[src/rtl/window_pkg.sv]
// Shared helpers for the K x K window generator: width function, FSM encoding, window count.
package window_pkg;

  function automatic int clog2(input int v);
    int r;
    int t;
    r = 0;
    t = v - 1;
    while (t > 0) begin
      r = r + 1;
      t = t >> 1;
    end
    return (r < 1) ? 1 : r;
  endfunction

  localparam logic [1:0] ST_IDLE = 2'd0;
  localparam logic [1:0] ST_FILL = 2'd1;
  localparam logic [1:0] ST_RUN  = 2'd2;
  localparam logic [1:0] ST_DONE = 2'd3;

  typedef enum logic [1:0] {
    IDLE = ST_IDLE,
    FILL = ST_FILL,
    RUN  = ST_RUN,
    DONE = ST_DONE
  } state_t;

  function automatic int win_count(input int w, input int h, input int k);
    return (w - k + 1) * (h - k + 1);
  endfunction

endpackage

[src/rtl/line_buffer.sv]
// Circular-RAM delay line: dout is the sample written DEPTH enabled beats ago.
// Zero latency read; en=0 freezes pointer and contents, no backpressure.
module line_buffer
  import window_pkg::*;
#(
  parameter int DW    = 8,
  parameter int DEPTH = 28
) (
  input  logic          clk,
  input  logic          rst,
  input  logic          en,
  input  logic [DW-1:0] din,
  output logic [DW-1:0] dout
);

  localparam int AW = clog2(DEPTH);

  logic [DW-1:0] mem [DEPTH];
  logic [AW-1:0] ptr;

  // Read-before-write at the same slot yields exactly DEPTH beats of delay.
  assign dout = mem[ptr];

  always_ff @(posedge clk) begin
    if (rst) begin
      ptr <= '0;
    end else if (en) begin
      ptr <= (ptr == AW'(DEPTH - 1)) ? '0 : ptr + 1'b1;
    end
  end

  always_ff @(posedge clk) begin
    if (en) begin
      mem[ptr] <= din;
    end
  end

endmodule

[src/rtl/window_kxk.sv]
// Raster pixel stream in, every full K x K neighbourhood out (valid mode) with top-left coords.
// win_valid registered one clk after the completing beat; din_valid gaps stall everything.
module window_kxk
  import window_pkg::*;
#(
  parameter int DW    = 8,
  parameter int IMG_W = 28,
  parameter int IMG_H = 28,
  parameter int K     = 5
) (
  input  logic                    clk,
  input  logic                    rst,
  input  logic                    start,
  input  logic                    din_valid,
  input  logic [DW-1:0]           din,
  output logic                    win_valid,
  output logic [K*K*DW-1:0]       win,
  output logic [clog2(IMG_W)-1:0] win_x,
  output logic [clog2(IMG_H)-1:0] win_y,
  output logic                    frame_done,
  output logic                    busy
);

  localparam int XW = clog2(IMG_W);
  localparam int YW = clog2(IMG_H);

  state_t          state;
  logic [XW-1:0]   col;
  logic [YW-1:0]   row;
  logic            beat;
  logic            last_col;
  logic            last_pix;
  logic [DW-1:0]   tap     [K];
  logic [DW-1:0]   win_arr [K][K];

  assign beat     = din_valid && (state == FILL || state == RUN);
  assign last_col = (col == XW'(IMG_W - 1));
  assign last_pix = last_col && (row == YW'(IMG_H - 1));

  // tap[j] is the pixel j rows above the incoming one, same column.
  assign tap[0] = din;

  for (genvar j = 0; j < K - 1; j++) begin : g_lb
    line_buffer #(
      .DW    (DW),
      .DEPTH (IMG_W)
    ) u_lb (
      .clk  (clk),
      .rst  (rst),
      .en   (beat),
      .din  (tap[j]),
      .dout (tap[j+1])
    );
  end

  for (genvar r = 0; r < K; r++) begin : g_row
    for (genvar c = 0; c < K; c++) begin : g_col
      assign win[((r*K)+c)*DW +: DW] = win_arr[r][c];
    end
  end

  always_ff @(posedge clk) begin
    if (rst) begin
      state      <= IDLE;
      col        <= '0;
      row        <= '0;
      win_valid  <= 1'b0;
      win_x      <= '0;
      win_y      <= '0;
      frame_done <= 1'b0;
      busy       <= 1'b0;
      for (int r = 0; r < K; r++) begin
        for (int c = 0; c < K; c++) begin
          win_arr[r][c] <= '0;
        end
      end
    end else begin
      win_valid  <= 1'b0;
      frame_done <= 1'b0;
      if (beat) begin
        // Row 0 of the array is the oldest line, so it takes the deepest tap.
        for (int r = 0; r < K; r++) begin
          for (int c = 0; c < K - 1; c++) begin
            win_arr[r][c] <= win_arr[r][c+1];
          end
          win_arr[r][K-1] <= tap[K-1-r];
        end
        if (last_col) begin
          col <= '0;
          if (row != YW'(IMG_H - 1)) row <= row + 1'b1;
        end else begin
          col <= col + 1'b1;
        end
      end
      unique case (state)
        IDLE: begin
          if (start) begin
            state <= FILL;
            busy  <= 1'b1;
            col   <= '0;
            row   <= '0;
          end
        end
        FILL: begin
          if (din_valid && row == YW'(K - 1)) state <= RUN;
        end
        RUN: begin
          if (din_valid) begin
            if (col >= XW'(K - 1)) begin
              win_valid <= 1'b1;
              win_x     <= col - XW'(K - 1);
              win_y     <= row - YW'(K - 1);
            end
            if (last_pix) begin
              frame_done <= 1'b1;
              state      <= DONE;
            end
          end
        end
        DONE: begin
          state <= IDLE;
          busy  <= 1'b0;
        end
      endcase
    end
  end

endmodule
[config.mk]
export PLATFORM = sky130hd
export DESIGN_NAME = window_kxk
export DESIGN_NICKNAME = d
export VERILOG_FILES = /design/src/rtl/window_pkg.sv /design/src/rtl/line_buffer.sv /design/src/rtl/window_kxk.sv
export SDC_FILE = /design/constraint.sdc
export NUM_CORES = 1
export LEC_CHECK = 0
export ABC_CLOCK_PERIOD_IN_PS = 9800
export CORE_UTILIZATION = 35
export CTS_CLUSTER_SIZE = 14
export DETAILED_ROUTE_END_ITERATION = 8
export REMOVE_ABC_BUFFERS = 1
export SYNTH_ARGS = -nofsm -noshare
export SYNTH_HDL_FRONTEND = slang
export SYNTH_SLANG_ARGS = --single-unit
[constraint.sdc]
create_clock -name clk -period 9.8 [get_ports clk]
set_input_delay 2.45 -clock clk [delete_from_list [all_inputs] [get_ports clk]]
set_output_delay 2.45 -clock clk [all_outputs]
set_load 0.005 [all_outputs]
==> reports/metrics.cfg <==
[layout]
nNetsFinal=2873
antennaDiodeCount=0
layout-drive-gt1-share_pct=13.2
area_growth_pct=16.8
multi_input_area_um2=10700
area.sequential_um2=34200
fill_cells=11600
instances_no_fill=4660

[clock_network]
cts_root_buf=clkbuf_16
cts_buffers=115
path_clk_slew_ns=0.06
clkLatencyLatePin_ns=0.70
clkSinkCount=1161
cts_resized=0
postCtsSetupBuffers=0
holdBufCountCts=0
cts_tree=yes
cts.htree.levels=3
cts_buffer_depth=3

[sta]
slew_violations=0
setup-tns-final_ns=0
setup_viol=0
finalHoldViolCount=0
worst_slew_pin_slew_ns=1.34
timing.fmax_mhz=198
grt_setup_unrepaired=no
slew-limit-headroom_pct=10.4
finalCritPeriodShare_pct=51.6
finalCriticalPeriod_ns=5.05
skew_ns=0.0228

[global_route]
grt_max_degree=93
grt_pass1_wl_mm=155
grt_pass1_vias=23500
grt.overflow.total=0
antenna_found_initial=1
track_usage_pct=15.8

[route]
dr.pass1.iters=7
wl_per_cell_um=22.6
drt_wl_total_mm=105
first_iter_violations=2238
postRouteAntennaNets=0
drc_errors=0
via_per_inst=5.05
vias=23500

[logic_synthesis]
synth_cells=2579
synth_area_um2=45700
ys_seq_elements=1161
syn_area_per_cell_um2=17.7
ys_warn_count=0
synthFlopType=edfxtp_1
async_reset_ff_share_pct=0
synth_edf_count=1096
ys_seq_area_share_pct=74.8
synth.distinct_cells=66

[power]
p_leak_nw=16.5
ir_drop_v=0.000163
p_total_mw=13.0
powerDensity_nw_per_um2=244

[setup_path]
critical_path.max_fanout=42
worstSetupPathType=input pin to register
arrival_ns=5.48
critPathLaunchType=input pin
required_ns=10.23
worstSetupEndpointType=register

[floorplanning]
initial_core_util_pct=35.3
dieArea_um2=132000
die_width_um=363
core_um2=129000
io-pin-count=225
die-height_um=363
rows=132

[hold_path]
hold_class=register to register

[placed_design]
routabilityCongestion=0.815
place_inst=4453
io_buffers=224
dpl.hpwl_mm=66.3

[run]
maxCapViolCount=0

[run_status]
status=finished, final reports clean

[worst max-delay path: stages]
cell             delay, ns
clkdlybuf4s50_1       0.59
and2_2                0.84
nand2b_2              0.89
a2111oi_1             0.63
[per-stage QoR]
step	cell area [um2]	hold WS, ns	util, %	setup slack, ns
floorplan	44900	0.473	-	1.85
global placement	49800	0.474	38.5	4.18
detailed placement	49800	0.493	38.5	4.08
CTS	53400	0.503	41.2	4.80
global route	53400	0.542	41.2	4.57
finish	53400	0.497	41.2	4.75
[Yosys cell counts (14+ instances only)]
| cell type | count | area [um2] |
|---|---|---|
| a21oi_1 | 76 | 380 |
| nand2_1 | 93 | 349 |
| mux2i_1 | 198 | 1980 |
| nand2b_1 | 15 | 93.8 |
| buf_4 | 14 | 105 |
| dfxtp_1 | 65 | 1300 |
| mux4_2 | 107 | 2410 |
| mux4_1 | 18 | 473 |
| a22oi_1 | 47 | 353 |
| nor3_1 | 14 | 70.1 |
| and2_1 | 184 | 1150 |
| nor2b_1 | 33 | 206 |
| a31oi_1 | 19 | 119 |
| clkbuf_1 | 58 | 218 |
| nor2_1 | 159 | 597 |
| nand3_1 | 61 | 305 |
| ha_1 | 33 | 413 |
| buf_2 | 32 | 160 |
| buf_6 | 17 | 191 |
| a211oi_1 | 23 | 173 |
| mux2_2 | 14 | 158 |
| inv_1 | 24 | 90.1 |
| edfxtp_1 | 1096 | 32900 |
[cell families (layout without fill, tap and decap cells)]
family,Yosys count,count (layout),share of synthesized area [%]
AND/OR/NAND/NOR,609,609,6.87
AO/OA/AOI/OAI,271,271,4.26
multiplexers,337,337,11.0
flip-flops,1161,1161,74.8
XOR/XNOR,5,5,0.0958
adder cells (fa/ha/maj),33,33,0.903
buffers and inverters,163,502,2.04
[cells in the final DEF, fill, tap and decap left out, types with 28 or more instances in the layout]
| cell | instances |
|---|---|
| dfxtp_1 | 54 |
| nor2_1 | 159 |
| clkdlybuf4s50_1 | 223 |
| clkbuf_16 | 118 |
| ha_1 | 33 |
| nand3_1 | 61 |
| mux4_2 | 107 |
| mux2i_1 | 198 |
| buf_4 | 46 |
| clkinv_1 | 28 |
| nand2_1 | 93 |
| nor2b_1 | 33 |
| a22oi_1 | 47 |
| and2_1 | 183 |
| edfxtp_1 | 1096 |
| a21oi_1 | 76 |
[layout make-up]
class                   count  area share (%)
clock inverters            65           0.975
repair buffers            270            4.84
flip-flops and latches   1161            64.1
well taps                1742            4.08
multi-input cells        1255            20.1
inverters                  25           0.176
clock buffers             142            5.70
[final timing paths]
path	from	endpoint	slack [ns]	depth (start not counted)
max reg2reg	register	g_lb[2].u_lb.mem[4][7]$_DFFE_PP_	5.82	5
max	din_valid	win_arr[0][44]$_SDFFCE_PN0P_	4.75	4
min reg2reg	win_x[2]$_SDFFE_PP0P_	win_x[2]$_SDFFE_PP0P_	0.50	2
min	win_x[2]$_SDFFE_PP0P_	win_x[2]$_SDFFE_PP0P_	0.50	2
[routing by layer]
layer	GRT usage [%]	part of all wire, %	vias to the layer above
met5	0	0	-
met4	4.63	2.3	0
met3	3.59	7.0	154
met2	25.4	47	733
met1	21.3	43	12100
li1	-	-	10600
[sequential cells by signal, indices dropped and copies added, names as in the netlist, named ones only]
name,flops
win_valid,1
win_y,5
g_lb.u_lb.mem,896
row,5
state,2
g_lb.u_lb.ptr,20
win_x,5
busy,1
win_arr,200
frame_done,1
col,5
[power by group]
part,total (mW),leakage (nW),internal [mW],switching [mW]
logic,2.35,4.09,0.856,1.50
registers,6.47,10.7,6.25,0.221
clock network,4.22,1.74,2.38,1.85
(Power assumes the default switching activity.)
